File: config.mk
export PLATFORM = sky130hd
export DESIGN_NAME = wb_lsu_master
export DESIGN_NICKNAME = d
export VERILOG_FILES = /design/src/rtl/wb_lsu_master.sv
export SDC_FILE = /design/constraint.sdc
export NUM_CORES = 1
export LEC_CHECK = 0
export CORE_MARGIN = 2
export CORE_UTILIZATION = 52
export DETAILED_ROUTE_END_ITERATION = 8
export PLACE_DENSITY = 0.84
export SLEW_MARGIN = 20
export SYNTH_ARGS = -nofsm -noshare
export SYNTH_HDL_FRONTEND = slang
export SYNTH_SLANG_ARGS = --single-unit
File: constraint.sdc
create_clock -name wb_clk_i -period 4 [get_ports wb_clk_i]
set_clock_uncertainty 0.2 [all_clocks]
set_input_delay 0.4 -clock wb_clk_i [delete_from_list [all_inputs] [get_ports wb_clk_i]]
set_output_delay 0.4 -clock wb_clk_i [all_outputs]
set_load 0.005 [all_outputs]
File: src/rtl/wb_lsu_master.sv
// wb_lsu_master: Wishbone pipelined initiator for single load/store requests.
// Issues one bus cycle per request, derives byte selects from the access size,
// holds the strobe through stall, times out a silent slave, and returns
// extended load data with error status as a one-cycle response pulse.
module wb_lsu_master #(
    parameter int unsigned TIMEOUT_CYCLES = 255
) (
    input  logic        wb_clk_i,
    input  logic        wb_rst_n_i,
    input  logic        req_valid_i,
    output logic        req_ready_o,
    input  logic        req_we_i,
    input  logic [31:0] req_addr_i,
    input  logic [31:0] req_wdata_i,
    input  logic [1:0]  req_size_i,
    input  logic        req_unsigned_i,
    output logic        rsp_valid_o,
    output logic [31:0] rsp_rdata_o,
    output logic        rsp_err_o,
    output logic        rsp_timeout_o,
    output logic        wb_cyc_o,
    output logic        wb_stb_o,
    output logic        wb_we_o,
    output logic [31:0] wb_adr_o,
    output logic [31:0] wb_dat_o,
    output logic [3:0]  wb_sel_o,
    input  logic        wb_stall_i,
    input  logic        wb_ack_i,
    input  logic        wb_err_i,
    input  logic [31:0] wb_dat_i
);

    localparam int unsigned CNT_W = (TIMEOUT_CYCLES < 2) ? 1 : $clog2(TIMEOUT_CYCLES + 1);
    localparam logic [CNT_W-1:0] CNT_LIMIT = CNT_W'(TIMEOUT_CYCLES);

    typedef enum logic [1:0] {
        IDLE = 2'd0,
        REQ  = 2'd1,
        WAIT = 2'd2,
        RESP = 2'd3
    } state_t;

    state_t state;
    state_t state_n;

    // Latched request fields
    logic        we_q;
    logic [31:0] adr_q;
    logic [31:0] dat_q;
    logic [1:0]  size_q;
    logic        uns_q;

    // Field view for the next cycle: live request in IDLE, latched copy otherwise
    logic        we_f;
    logic [31:0] adr_f;
    logic [31:0] dat_f;
    logic [1:0]  size_f;

    logic             hs;
    logic             timed_out;
    logic [CNT_W-1:0] count;

    // Response qualifiers produced alongside the transition into RESP
    logic rsp_err_n;
    logic rsp_to_n;
    logic load_n;

    // Next values of the registered outputs
    logic        busy_n;
    logic        ready_d;
    logic        rsp_valid_d;
    logic [31:0] rsp_rdata_d;
    logic        rsp_err_d;
    logic        rsp_to_d;
    logic        cyc_d;
    logic        stb_d;
    logic        we_d;
    logic [31:0] adr_d;
    logic [31:0] dat_d;
    logic [3:0]  sel_d;

    function automatic logic [3:0] sel_for(input logic [1:0] size);
        case (size)
            2'b00:   return 4'b0001;
            2'b01:   return 4'b0011;
            2'b10:   return 4'b1111;
            default: return 4'b0000;
        endcase
    endfunction

    function automatic logic [31:0] extend(input logic [31:0] d,
                                           input logic [1:0]  size,
                                           input logic        uns);
        case (size)
            2'b00:   return uns ? {24'h000000, d[7:0]}  : {{24{d[7]}}, d[7:0]};
            2'b01:   return uns ? {16'h0000, d[15:0]}   : {{16{d[15]}}, d[15:0]};
            default: return d;
        endcase
    endfunction

    // Handshake uses the registered ready, so nothing is accepted until the first clock after reset
    always_comb begin
        hs        = req_valid_i & req_ready_o;
        timed_out = (TIMEOUT_CYCLES != 0) && (count == CNT_LIMIT);
        we_f      = (state == IDLE) ? req_we_i    : we_q;
        adr_f     = (state == IDLE) ? req_addr_i  : adr_q;
        dat_f     = (state == IDLE) ? req_wdata_i : dat_q;
        size_f    = (state == IDLE) ? req_size_i  : size_q;
    end

    // State register
    always_ff @(posedge wb_clk_i or negedge wb_rst_n_i) begin
        if (!wb_rst_n_i) begin
            state <= IDLE;
        end else begin
            state <= state_n;
        end
    end

    // Next-state logic; ack/err beat a timeout landing in the same cycle, err beats ack
    always_comb begin
        state_n   = state;
        rsp_err_n = 1'b0;
        rsp_to_n  = 1'b0;
        load_n    = 1'b0;
        case (state)
            IDLE: begin
                if (hs) begin
                    if (req_size_i == 2'b11) begin
                        state_n   = RESP;
                        rsp_err_n = 1'b1;
                    end else begin
                        state_n = REQ;
                    end
                end
            end
            REQ: begin
                if (!wb_stall_i && (wb_ack_i || wb_err_i)) begin
                    state_n   = RESP;
                    rsp_err_n = wb_err_i;
                    load_n    = !wb_err_i && !we_q;
                end else if (timed_out) begin
                    state_n   = RESP;
                    rsp_err_n = 1'b1;
                    rsp_to_n  = 1'b1;
                end else if (!wb_stall_i) begin
                    state_n = WAIT;
                end
            end
            WAIT: begin
                if (wb_err_i) begin
                    state_n   = RESP;
                    rsp_err_n = 1'b1;
                end else if (wb_ack_i) begin
                    state_n = RESP;
                    load_n  = !we_q;
                end else if (timed_out) begin
                    state_n   = RESP;
                    rsp_err_n = 1'b1;
                    rsp_to_n  = 1'b1;
                end
            end
            RESP: begin
                state_n = IDLE;
            end
            default: begin
                state_n = IDLE;
            end
        endcase
    end

    // Output logic: next values of every output, derived from the next state
    always_comb begin
        busy_n      = (state_n == REQ) || (state_n == WAIT);
        ready_d     = (state_n == IDLE);
        rsp_valid_d = (state_n == RESP);
        rsp_err_d   = rsp_err_n;
        rsp_to_d    = rsp_to_n;
        rsp_rdata_d = load_n ? extend(wb_dat_i, size_q, uns_q) : '0;
        cyc_d       = busy_n;
        stb_d       = (state_n == REQ);
        we_d        = busy_n & we_f;
        adr_d       = busy_n ? adr_f : '0;
        dat_d       = busy_n ? dat_f : '0;
        sel_d       = busy_n ? sel_for(size_f) : '0;
    end

    // Registered outputs
    always_ff @(posedge wb_clk_i or negedge wb_rst_n_i) begin
        if (!wb_rst_n_i) begin
            req_ready_o   <= 1'b0;
            rsp_valid_o   <= 1'b0;
            rsp_rdata_o   <= '0;
            rsp_err_o     <= 1'b0;
            rsp_timeout_o <= 1'b0;
            wb_cyc_o      <= 1'b0;
            wb_stb_o      <= 1'b0;
            wb_we_o       <= 1'b0;
            wb_adr_o      <= '0;
            wb_dat_o      <= '0;
            wb_sel_o      <= '0;
        end else begin
            req_ready_o   <= ready_d;
            rsp_valid_o   <= rsp_valid_d;
            rsp_rdata_o   <= rsp_rdata_d;
            rsp_err_o     <= rsp_err_d;
            rsp_timeout_o <= rsp_to_d;
            wb_cyc_o      <= cyc_d;
            wb_stb_o      <= stb_d;
            wb_we_o       <= we_d;
            wb_adr_o      <= adr_d;
            wb_dat_o      <= dat_d;
            wb_sel_o      <= sel_d;
        end
    end

    // Request latch, loaded on the handshake
    always_ff @(posedge wb_clk_i or negedge wb_rst_n_i) begin
        if (!wb_rst_n_i) begin
            we_q   <= 1'b0;
            adr_q  <= '0;
            dat_q  <= '0;
            size_q <= '0;
            uns_q  <= 1'b0;
        end else if (state == IDLE && hs) begin
            we_q   <= req_we_i;
            adr_q  <= req_addr_i;
            dat_q  <= req_wdata_i;
            size_q <= req_size_i;
            uns_q  <= req_unsigned_i;
        end
    end

    // Timeout counter: held at zero in IDLE, saturating count through REQ/WAIT
    always_ff @(posedge wb_clk_i or negedge wb_rst_n_i) begin
        if (!wb_rst_n_i) begin
            count <= '0;
        end else if (state == IDLE) begin
            count <= '0;
        end else if ((state == REQ || state == WAIT) && count != '1) begin
            count <= count + 1'b1;
        end
    end

endmodule

==> Yosys cells after proc, flatten, opt, wreduce, memory -nomap -nowiden <==
Cells that the tools add are included.
W data, S select, Z words.
{ "word_totals": {"input_bits": 106, "word_cells": 85, "out_inout_bits": 107, "register_bits": 185} }
{ "classes": {"reduce_logical": 15, "bitwise": 2, "n_mux": 37, "n_eq_ne": 12, "addsub": 1} }
{ "op_table": {"columns": ["operator", "n"], "rows": [
  ["$mux W32", 7],
  ["$pmux W32 S2", 1],
  ["$mux W2", 9],
  ["$mux W8", 2],
  ["$eq A2 B2 Y1 const B", 6],
  ["$mux W1", 12],
  ["$pmux W4 S3", 1],
  ["$add A8 B1 Y8 const B", 1],
  ["$eq A2 B1 Y1 const B", 4],
  ["$eq A8 B8 Y1 const B", 1],
  ["$logic_not A2 Y1", 4],
  ["$ne A8 B8 Y1 const B", 1],
  ["$pmux W2 S4", 1],
  ["$logic_and A1 B1 Y1", 4],
  ["$mux W4", 1],
  ["$pmux W1 S2", 2],
  ["$logic_not A1 Y1", 3],
  ["$logic_or A1 B1 Y1", 3],
  ["$pmux W1 S3", 1],
  ["$and A1 B1 Y1", 2],
  ["$reduce_bool A2 Y1", 1]
]} }

==> Logic depth before layout (Yosys ltp) <==
{ "logic_depth": {"word_depth": 8, "ltp_mapped": 11, "mapped_depth_nobuf": 8} }

==> Worst setup path after synthesis <==
No wires, ideal clock.
{ "synth_path": {"path_type": "register -> register", "from": "reg state[0]", "to": "reg wb_dat_o[14]", "setup_slack_ps": 1412, "synth_period_minus_slack_ps": 2588, "n_path_buf": 5, "path_stages_with_launch": 11, "arrival_ps": 2315, "path_cell_list": "dfrtp_1 inv_1 ha_1 buf_2 buf_2 buf_2 a22o_1 ha_1 clkbuf_1 clkbuf_1 nor2b_1"} }
{ "synth_between": {"elab_chain_cells": 7} }
{ "synth_rtl": {"columns": ["item", "line_no", "source"], "rows": [
  ["from (decl)", "43", "state_t state;"],
  ["from (signal assigned)", "116", "state <= state_n;"],
  ["$mux W2, on equally long branches", "157, 146", null],
  ["$mux W2, on equally long branches", "154, 142", null],
  ["$mux W2, on equally long branches", "151, 138", null],
  ["$pmux W2 S4 (*)", "126", "case (state)"],
  ["$eq A2 B1 Y1 / $eq A2 B2 Y1 (equally long branches)", "174", "busy_n = (state_n == REQ) || (state_n == WAIT);"],
  ["$logic_or A1 B1 Y1 (*)", "174", null],
  ["via busy_n", "69", "logic busy_n;"],
  ["$mux W32 (*)", "184", "dat_d = busy_n ? dat_f : '0;"],
  ["via dat_d[14]", "79", "logic [31:0] dat_d;"],
  ["to (signal assigned)", "212", "wb_dat_o <= dat_d;"],
  ["to (decl)", "25", "output logic [31:0] wb_dat_o,"]
]} }
The timed path passes the listed nets; every way through them passes the cells marked *.
A chain may end at the register's enable or synchronous reset.

==> Worst setup path after layout <==
{ "layout_path": {"from": "reg state[0]", "to": "reg wb_adr_o[27]"} }
{ "layout_between": {"elab_chain_cells": 7} }
{ "layout_rtl": {"columns": ["item", "line_no", "source"], "rows": [
  ["$mux W2, on equally long branches", "157, 146", null],
  ["$mux W2, on equally long branches", "154, 142", null],
  ["$mux W2, on equally long branches", "151, 138", null],
  ["$pmux W2 S4 (*)", "126", null],
  ["$eq A2 B1 Y1 / $eq A2 B2 Y1 (equally long branches)", "174", null],
  ["$logic_or A1 B1 Y1 (*)", "174", null],
  ["via busy_n", "69", null],
  ["$mux W32 (*)", "183", "adr_d = busy_n ? adr_f : '0;"],
  ["via adr_d[27]", "78", "logic [31:0] adr_d;"],
  ["to (signal assigned)", "211", "wb_adr_o <= adr_d;"],
  ["to (decl)", "24", "output logic [31:0] wb_adr_o,"]
]} }
Marked as above.

==> summary.txt <==
Status
  – Status: completed

Critical path
  – Setup CP Type: register to register
  – Slowest stage cell on the critical path: ha_2
  – WP data arrival: 3.33 ns
  – Startpoint Class: register
  – Crit-path max cell delay: about 0.8 ns
  – Crit end category: register
  – CP cell instances: inv_1, ha_4, inv_1, mux2i_1, a31oi_1, o31a_1, ha_2, buf_4, nor2b_1
  – CP Max Fanout: 47
  – Worst reg2reg path depth: 9
  – Worst path required time: 4.15 ns
  – Most used cell, CP: inv_1

Floorplan
  – Core area: between 10000 and 15000 sq um
  – Initial Util: 0.5271
  – # IOs: 213
  – Die W: 124.7 um
  – Row Count: between 40 and 50
  – Full die area: 15550 sq um
  – Die height: 124.7 um

Detailed routing
  – Post-route ant nets: 0
  – Drt total wl: 16.54 mm
  – Vias: 4970
  – First-pass detailed-route iteration total: 4
  – Vias/cell: 5.156
  – Drt drc: 0
  – DR WL/cell: approximately 17 um
  – DRT iter0 DRCs: 204

Logic synthesis
  – Top FF cell, synth: dfrtp_1
  – Mean post-synth cell area: 13.45 sq um
  – Synth top area cells: dfrtp_1 61%, mux2_2 9.7%, mux2i_1 9.0%
  – Gate Count Post-Synth: 563
  – Netlist cell types: 41
  – Ys Warns: 0
  – Mapped Nets: 680
  – Async set or reset register ratio after synthesis: 1.000
  – Synth Cell Area: 7574 sq um
  – Seq cells post-synth: 184
  – Synth top area share: 0.6080
  – Area leader, netlist: dfrtp_1
  – Post-synth EDFFs: 0
  – Seq/Total Area, Yosys: 0.6080

Placement
  – Gp weighted congestion: between 0.8 and 0.9
  – DP HPWL: roughly 11 mm
  – IO buf count: 212
  – Pre-CTS WS: 0.8425 ns

STA
  – Max-slew violations: 0
  – Slew @ Worst Pin: 1.070 ns
  – Post-route setup slack: 0.8111 ns
  – Final Hold Vio Count: 0
  – Fin crit share: 0.7972
  – RSZ-0062 raised after global routing: false
  – Relative slew slack: 0.2867
  – TNS Setup: 0 ns
  – Period minus WS final: 3.189 ns
  – Peak Freq: 313.6 MHz
  – Endpoints failing setup: 0

Min path
  – HP Class: register to register
  – Hold path depth: 1

Clocking
  – Clk_lat worst skew: 0.42 ns
  – Total CTS buffers: 17
  – Postcts setup bufs: 0
  – CTS tree: built
  – H-Tree Depth: 4
  – CTS root buf: clkbuf_16
  – Clock transition at path regs: 0.06 ns
  – Clock tree sinks: between 150 and 200
  – Max Root-Sink Buffers: 2

Global route
  – Initial antenna violation count: 0
  – Vias in the first global route: 5258
  – Total congestion overflow: 0
  – Global Route Usage Sum: 0.2194
  – Largest net degree at the start of global routing: 96
  – Global-route wire length before repair: ~27 mm

Run
  – Max cap viols: 0

Final layout
  – Share of cells above drive strength 1: 0.1487
  – Area growth from synthesis to layout: 37.11%
  – Final nets: 884
  – # diodes: 0

Pwr
  – Leak: about 4.6 nW
  – PwrDens: 752.1 nW/um^2
  – Worst VDD drop: 547.2 uV
-- cell usage in the layout, fill, tap and decap left out, types with 2 or more instances in the layout --
cell type and n:
o21ai_0 14, mux2_2 65, ha_1 9, nand2b_1 2
inv_1 21, nor2b_1 68, a21oi_1 23, xor2_1 3
mux2_1 4, clkbuf_8 3, inv_6 2, a211oi_1 2
o31ai_1 2, a21oi_2 10, nor2_1 10, nand3_1 3
and3_1 3, clkbuf_16 17, clkbuf_1 2, and2_1 11
dfrtp_1 184, buf_4 3, mux2i_1 68, nand2_1 8
clkinv_2 3, clkinvlp_4 3, clkdlybuf4s50_1 211
-- what timing repair did --
| item | 4_1_cts | 5_1_grt |
|---|---|---|
| gates resized for setup | 0 | 0 |
| hold endpoints to repair | 89 | 0 |
| hold buffers | 1 | 0 |
-- routing by layer --
layer  GRT usage  wire (um)  vias to the layer above
met5           0          0                        -
met4     0.07931        342                        0
met3     0.07002       1269                       28
met2      0.3494       7736                      178
met1      0.2840       7197                     2447
li1            -          -                     2317
-- path summary, 6_finish.rpt --
check,from,endpoint,slack [ns]
worst min-delay path,adr_q[27],adr_q[27],0.29
worst max register to register,state[0],wb_adr_o[27],0.81
worst min register to register,adr_q[27],adr_q[27],0.29
worst max-delay path,state[0],wb_adr_o[27],0.81
max in group asynchronous,wb_rst_n_i,adr_q[22],2.21
min in group asynchronous,wb_rst_n_i,rsp_rdata_o[1],0.43
-- state kept, by name, summed over array words and instances, names as in the netlist, 2 cells and up --
signal	cells
adr_q	32
wb_dat_o	32
count	8
wb_adr_o	32
size_q	2
dat_q	32
wb_sel_o	3
state	2
rsp_rdata_o	32
-- cells in the mapped netlist (8+ instances only) --
library cell  instances
mux2i_1              68
a21oi_1              23
inv_1                21
and2_1               11
o21ai_0              14
buf_2                15
dfrtp_1             184
nand2_1               8
nor2_1               10
nor2b_1              68
ha_1                 11
mux2_2               65
a21oi_2              10
clkbuf_1             10
-- cell families after synthesis --
kind of cell             Yosys count  share of synthesized area
flip-flops                       184                     0.6080
multiplexers                     137                     0.1925
AND/OR/NAND/NOR                  113                    0.08888
AO/OA/AOI/OAI                     62                    0.05436
buffers and inverters             53                    0.03469
adder cells (fa/ha/maj)           11                    0.01817
XOR/XNOR                           3                   0.003470
-- worst max-delay path, delay by kind of cell (launching register included) --
family,cells,cell delay (ns)
AO/OA/AOI/OAI,2,0.21
adder cells (fa/ha/maj),2,1.19
buffers and inverters,3,0.67
flip-flops,1,0.45
multiplexers,1,0.18
AND/OR/NAND/NOR,1,0.18
-- final cells by class --
cell class,instances,area [sq um]
sequential,184,4604
multi-input combinational,326,2726
clock buffer,22,474.2
timing repair buffer,217,2176
inverter,21,78.83
fill,943,3985
clock inverter,10,93.84
tap,184,230.2
-- through the flow --
step                total power [mW]  hold WS, ns  area (sq um)  utilization  std cells
finish                         7.810       0.2923         10380       0.7227        964
global route                   8.312       0.3125         10380       0.7227        964
CTS                            7.886       0.2933         10380       0.7227        964
detailed placement             6.250       0.2786          9806       0.6824        931
global placement               6.115       0.2668          9806       0.6824        931
floorplan                      5.029     -0.09559          7574            -        563
-- report_power, final --
part           internal [mW]  switching, mW
registers               2.57          0.367
clock network          0.909          0.687
logic                   1.85           1.43
total                   5.33           2.48
Note: power is estimated with default switching activity, not from simulation.
